==> src/rtl/uart_tx_arbiter.sv <==
// Round-robin arbiter that shares one UART transmitter between N byte requesters.
// Optional source-ID header byte before each payload: define UART_ARB_ID_TAG_EN.
module uart_tx_arbiter #(
    parameter int N = 4,
    parameter int W = 8
) (
    input  logic           clk,
    input  logic           rst_n,
    input  logic [N-1:0]   req_valid,
    input  logic [N*W-1:0] req_data,
    output logic [N-1:0]   req_ready,
    output logic [W-1:0]   tx_data,
    output logic           tx_valid,
    input  logic           tx_ready,
    output logic           busy,
    output logic [3:0]     grant_id
);

    typedef enum logic [1:0] {
        ST_IDLE = 2'b00,
        ST_HDR  = 2'b01,
        ST_DATA = 2'b10
    } state_e;

    localparam logic [4:0] N_L = 5'(N);

    if ((N < 2) || (N > 16)) begin : g_bad_n
        $error("uart_tx_arbiter: N must be in 2..16");
    end

`ifdef UART_ARB_ID_TAG_EN
    if (W != 8) begin : g_bad_w
        $error("uart_tx_arbiter: W must be 8 when the ID tag is enabled");
    end
`endif

    // Index following idx, wrapping at N (N need not be a power of two).
    function automatic logic [3:0] f_inc_mod(input logic [3:0] idx);
        logic [4:0] nxt;
        nxt = {1'b0, idx} + 5'd1;
        if (nxt >= N_L) begin
            nxt = 5'd0;
        end else begin
            nxt = nxt;
        end
        return nxt[3:0];
    endfunction

    state_e         state_q, state_d;
    logic [3:0]     ptr_q, ptr_d;
    logic [W-1:0]   hold_q, hold_d;
    logic [3:0]     grant_id_q, grant_id_d;
    logic           tx_valid_q, tx_valid_d;
    logic [W-1:0]   tx_data_q, tx_data_d;
    logic           busy_q, busy_d;

    logic [15:0]    valid_ext_s;
    logic           found_s;
    logic [3:0]     win_s;
    logic [4:0]     idx_s;
    logic [W-1:0]   sel_data_s;
    logic [15:0]    ready_ext_s;

    // Round-robin search from ptr_q; first valid requester wins.
    always_comb begin
        valid_ext_s = 16'(req_valid);
        found_s     = 1'b0;
        win_s       = 4'd0;
        idx_s       = 5'd0;
        for (int k = 0; k < N; k++) begin
            idx_s = {1'b0, ptr_q} + 5'(k);
            if (idx_s >= N_L) begin
                idx_s = idx_s - N_L;
            end else begin
                idx_s = idx_s;
            end
            if (!found_s && valid_ext_s[idx_s[3:0]]) begin
                found_s = 1'b1;
                win_s   = idx_s[3:0];
            end else begin
                found_s = found_s;
            end
        end
    end

    // Winner's byte mux and one-hot acceptance (only while IDLE).
    always_comb begin
        sel_data_s  = {W{1'b0}};
        ready_ext_s = 16'd0;
        for (int i = 0; i < N; i++) begin
            if (win_s == 4'(i)) begin
                sel_data_s = req_data[i*W +: W];
            end else begin
                sel_data_s = sel_data_s;
            end
        end
        if ((state_q == ST_IDLE) && found_s) begin
            ready_ext_s[win_s] = 1'b1;
        end else begin
            ready_ext_s = 16'd0;
        end
    end

    assign req_ready = ready_ext_s[N-1:0];

    // Next-state, pointer and latched-byte logic.
    always_comb begin
        state_d    = state_q;
        ptr_d      = ptr_q;
        hold_d     = hold_q;
        grant_id_d = grant_id_q;
        case (state_q)
            ST_IDLE: begin
                if (found_s) begin
                    hold_d     = sel_data_s;
                    grant_id_d = win_s;
`ifdef UART_ARB_ID_TAG_EN
                    state_d    = ST_HDR;
`else
                    state_d    = ST_DATA;
`endif
                end else begin
                    state_d = ST_IDLE;
                end
            end
`ifdef UART_ARB_ID_TAG_EN
            ST_HDR: begin
                if (tx_ready) begin
                    state_d = ST_DATA;
                end else begin
                    state_d = ST_HDR;
                end
            end
`endif
            ST_DATA: begin
                if (tx_ready) begin
                    state_d = ST_IDLE;
                    ptr_d   = f_inc_mod(grant_id_q);
                end else begin
                    state_d = ST_DATA;
                end
            end
            default: begin
                state_d = ST_IDLE;
            end
        endcase
    end

    // Outputs are registered from the next state so they hold steady under backpressure.
    always_comb begin
        tx_valid_d = (state_d != ST_IDLE);
        busy_d     = (state_d != ST_IDLE);
        tx_data_d  = tx_data_q;
        case (state_d)
`ifdef UART_ARB_ID_TAG_EN
            ST_HDR: begin
                tx_data_d = {4'hA, grant_id_d};
            end
`endif
            ST_DATA: begin
                tx_data_d = hold_d;
            end
            default: begin
                tx_data_d = tx_data_q;
            end
        endcase
    end

    // State and output registers; reset clears everything asynchronously.
    always_ff @(posedge clk or negedge rst_n) begin
        if (!rst_n) begin
            state_q    <= ST_IDLE;
            ptr_q      <= 4'd0;
            hold_q     <= {W{1'b0}};
            grant_id_q <= 4'd0;
            tx_valid_q <= 1'b0;
            tx_data_q  <= {W{1'b0}};
            busy_q     <= 1'b0;
        end else begin
            state_q    <= state_d;
            ptr_q      <= ptr_d;
            hold_q     <= hold_d;
            grant_id_q <= grant_id_d;
            tx_valid_q <= tx_valid_d;
            tx_data_q  <= tx_data_d;
            busy_q     <= busy_d;
        end
    end

    assign tx_valid = tx_valid_q;
    assign tx_data  = tx_data_q;
    assign busy     = busy_q;
    assign grant_id = grant_id_q;

endmodule

==> config.mk <==
export PLATFORM = sky130hd
export DESIGN_NAME = uart_tx_arbiter
export DESIGN_NICKNAME = d
export VERILOG_FILES = /design/src/rtl/uart_tx_arbiter.sv
export SDC_FILE = /design/constraint.sdc
export NUM_CORES = 1
export LEC_CHECK = 0
export CAP_MARGIN = 10
export CORE_MARGIN = 2
export CORE_UTILIZATION = 35
export DETAILED_ROUTE_END_ITERATION = 10
export PLACE_DENSITY = 0.61
export SLEW_MARGIN = 20
export SYNTH_ARGS = -nofsm -noshare
export SYNTH_HDL_FRONTEND = slang
export SYNTH_SLANG_ARGS = --single-unit
==> constraint.sdc <==
create_clock -name clk -period 4.44 [get_ports clk]
set_input_delay 0.888 -clock clk [delete_from_list [all_inputs] [get_ports clk]]
set_output_delay 0.888 -clock clk [all_outputs]
set_load 0.01 [all_outputs]
# Word level (Yosys, flattened, before mapping)
# Index checks and enable logic that the tools add are counted.
# word_totals
register_bits,27
out_inout_bits,18
# classes
n_addsub,8
order_cmp,11
eq_ne,5
muxes,33
n_reduce_logical,13
# op_table
operator,count
$mux W8,6
$mux W4,10
$lt A4 B5 Y1 const B,5
$ge A5 B3 Y1 const B,4
$bmux W1 S4,4
$sub A4 B3 Y4 const B,4
$add A4 B1 Y5 const B,2
$add A4 B2 Y5 const B,2
$mux W1,9
$eq A4 B2 Y1 const B,2
$logic_and A1 B1 Y1,5
$demux W1 S4,1
$eq A2 B2 Y1 const B,2
$eq A4 B1 Y1 const B,1
$ge A4 B1 Y1 const B,1
$ge A4 B3 Y1 const B,1
$logic_not A4 Y1,1
$mux W2,2
$pmux W2 S2,1
$reduce_and A2 Y1,2
$logic_not A1 Y1,3
$logic_not A2 Y1,1
$reduce_bool A2 Y1,1

# Depth between registers and ports, before layout
# logic_depth
ltp_word,21
ltp_mapped,15
depth_no_buf,12

# Least setup slack after synthesis
# No wires, ideal clock.
# synth_path
path_kind,flip-flop to output port
from,reg ptr_q[0]
to,out req_ready[1]
arrival_ps,2840
path_slack_ps,712
stages_incl_launch_ff,16
path_buffers,3
path_cell_list,dfrtp_1 -> buf_6 -> buf_2 -> inv_1 -> ha_1 -> xor2_1 -> inv_1 -> ha_1 -> a2bb2oi_1 -> o2bb2ai_1 -> o211ai_1 -> nor2_1 -> nor4_1 -> or4_4 -> buf_6 -> nor2_1
# synth_via
elab_chain_cells,19
word_cells_on_any_way,44
cone_classes,add/sub: 7; order compare: 6; mux: 23; reduce/logical: 8
# synth_rtl
item,line_no,text
"start, declared",50,"logic [3:0] ptr_q, ptr_d;"
"start signal, assigned",181,ptr_q <= ptr_d;
"parallel branches: the longest is 18 deep, another holds $add A4 B1 Y5",--,
$mux W4 *,97,if ((state_q == ST_IDLE) && found_s) begin
"end, declared",11,"output logic [N-1:0] req_ready,"
# Mark *: on every way between the ends. The select of a mux whose other input is x is not followed.

# Worst setup path after layout
# layout_path
from,reg ptr_q[1]
to,out req_ready[1]
# The elaborated chain is that of the path after synthesis.

==> flow_summary_export.csv <==
group,metric,value,unit
global_route,gr-total-overflow,0,
synthesis,yosysMostFrequentCell,"dfrtp_1",
clock_tree,worstSkewPairLatency,0.28,ns
global_route,antenna_found_initial,0,
power_and_ir_drop,vdd_ir_drop_max,0.349,mV
finish,nets,323,
finish,layout-drive-gt1-share,15.9,%
placed_design,gp_congestion,0.815,
critical_path,crit_required,3.55,ns
sta,hold_violations,0,
global_route,globalRoute.busiestLayer,"met1",
global_route,grt_pass1_wl,8.85,mm
route,via_count,1917,
route,first_pass_iters,4,
route,via_per_inst,5.59,
clock_tree,cts.sinks,25,
finish,num_antenna_cells,0,
synthesis,synthFlopType,"dfrtp_1",
synthesis,synth_top_area_share,30.3,%
outcome,status,"completed",
sta,timing.final.crit_share,97.4,%
route,wl_per_cell,16.0,um
synthesis,synth.area.top_cells,"dfrtp_1 30%, mux2i_1 8.7%, ha_1 7.3%, a221oi_1 3.4%, o311ai_1 3.4%",
global_route,use_met1,26.1,%
global_route,grtUsageMet3,2.11,%
clock_tree,htree_levels,1,
run,drv_cap,0,
critical_path,setup.worst_path.start_class,"flip-flop",
finish,final-seq-area,628,um^2
clock_tree,clk_pin_slew,0.10,ns
critical_path,crit_arrival,3.44,ns
sta,fmax,0.231,GHz
finish,area_delta_synth_final,36.7,%
critical_path,critical_path.max_fanout,7,
synthesis,ys_ff_latch,25,
hold_path,hold_class,"reg2reg",
clock_tree,numCtsBuffers,3,
global_route,use_met2,25.9,%
clock_tree,clockRootBuffer,"clkbuf_8",
synthesis,synth_fp_nets,261,
synthesis,async_reset_ff_share,100,%
placed_design,pre_cts_ws,0.177,ns
synthesis,synth_edf_count,0,
die,ioPinCount,57,
clock_tree,clk_path_buf_depth,2,
synthesis,syn_avg_cell_area,9.83,um^2
sta,slew_viol_final,0,
route,final_antenna_net_count,0,
synthesis,yosysTopAreaCell,"dfrtp_1",
die,rows,27,
route,routed_wl,5.50,mm
sta,rsz0062_at_grt,"yes",
global_route,grt_max_degree,35,
die,die_w,80.8,um
clock_tree,cts_tree,"yes",
global_route,track_usage,17.3,%
sta,fin_ws,0.114,ns
finish,final_cells,343,
hold_path,hold_depth,2,
sta,min_period,4.33,ns
route,drtIter0Drc,101,
die,start_util,36.8,%
critical_path,path_class,"reg2out",
placed_design,portBuffers,56,
finish,multi_input_area,1350,um^2
critical_path,reg2reg_depth,12,
synthesis,yosys_warnings,0,
synthesis,synthCells,210,
finish,fill_cells,535,
placed_design,dp_cells,336,
die,core,5610,um^2
sta,finalSetupViolCount,0,
synthesis,synthDistinctLibCells,51,
placed_design,post-dp-hpwl,4.06,mm
synthesis,synth_common_cells,"25 x dfrtp_1, 18 x mux2i_1, 18 x nand2_1",
route,remaining_drc_errors,0,
die,die_h,80.8,um
sta,relSlewSlack,63.3,%
synthesis,synthesis.area,2060,um^2
power_and_ir_drop,power_leakage,0.00117,uW
global_route,grt_pass1_vias,1826,
sta,clock_skew,0.0140,ns
die,die_area,6530,um^2
critical_path,worstSetupEndpointType,"primary output",
sta,tightest_slew,0.542,ns
power_and_ir_drop,p_per_area,788,nW/um^2
synthesis,synth-seq-area-share,30.3,%
==> logic make-up (layout without fill, tap and decap cells) <==
logic type	count (synthesis)	count (layout)	synth area share (%)
and+or+nand+nor	67	67	17.9
AOI/OAI and AO/OA	56	56	23.6
DFF	25	25	30.3
muxes	22	22	11.8
buffers and inverters	22	83	6.54
adders and majority gates	12	12	7.27
xor gates and xnor gates	6	6	2.55
==> path summary, 6_finish.rpt <==
path / slack [ns] / end / startpoint
setup / recovery: 0.11 / req_ready[1] / ptr_q[1]
hold / removal: 0.50 / hold_q[7] / hold_q[7]
setup reg to reg: 1.27 / tx_data[1] / ptr_q[1]
hold reg to reg: 0.50 / hold_q[7] / hold_q[7]
max in group asynchronous: 3.20 / ptr_q[0] / rst_n
min in group asynchronous: 0.96 / tx_data[0] / rst_n
==> flip-flops by register name, summed over array words and instances, names as in the netlist <==
register	flops
grant_id	4
busy	1
tx_data	8
ptr_q	4
hold_q	8
==> where the power goes <==
part | switching, uW | internal (uW) | total, uW | leakage (uW)
logic | 903 | 760 | 1660 | 0.000852
registers | 84.7 | 335 | 420 | 0.000300
clock network | 77.3 | 63.8 | 141 | 0.0000217
==> critical path: stages, from the launching register on <==
cell             delay (ns)
dfrtp_2                0.47
ha_1                   0.26
nand2_1                0.11
xor2_1                 0.16
ha_1                   0.17
a211oi_2               0.07
and3b_2                0.26
o221a_4                0.32
mux2i_4                0.20
or4_4                  0.50
nor2_1                 0.10
clkdlybuf4s50_1        0.54
==> placed cells by master (no fill, tap or decap), types with 2 or more instances in the layout <==
cell / count
a221oi_1: 8
nand4_1: 10
inv_1: 7
o311ai_1: 8
nand3b_1: 9
and2_1: 6
buf_4: 16
clkdlybuf4s50_1: 55
dfrtp_2: 2
a21o_1: 2
a21oi_1: 3
nand3_1: 4
mux2i_1: 17
o221ai_2: 4
nor2_1: 9
nand2b_1: 3
o2bb2ai_1: 2
dfrtp_1: 23
clkbuf_8: 3
ha_1: 12
nand2_1: 18
xor2_1: 4
o221ai_1: 5
o21ai_0: 4
o22ai_1: 8
==> layer usage <==
metal	wire, um	vias up
li1	-	933
met1	2660	920
met2	2480	57
met3	293	7
met4	66	0
met5	0	-
==> timing repair <==
action	in CTS	in global routing
hold buffers	0	0
endpoints found under the setup margin	3	4
buffers inserted	0	3
pin swaps	0	2
gates resized for setup	1	9
==> layout make-up <==
class / count / share of cell area (%)
flip-flops and latches: 25 / 22.3
multi-input cells: 163 / 47.7
repair buffers: 72 / 24.2
clock buffers: 3 / 1.46
clock inverters: 1 / 0.266
inverters: 7 / 0.931
well taps: 72 / 3.19
==> metrics by stage <==
step | TNS (ns) | total power, uW | cell area (um^2) | utilization (%) | hold slack [ns]
final | 0 | 2220 | 2820 | 50.3 | 0.502
after global routing | -0.0432 | 2420 | 2820 | 50.3 | 0.534
after CTS | 0 | 2160 | 2750 | 49.1 | 0.501
after detailed placement | 0 | 2010 | 2700 | 48.2 | 0.477
after global placement | 0 | 2000 | 2700 | 48.2 | 0.471
after floorplan | 0 | 1530 | 2060 | - | 0.457
(Power assumes the default switching activity.)
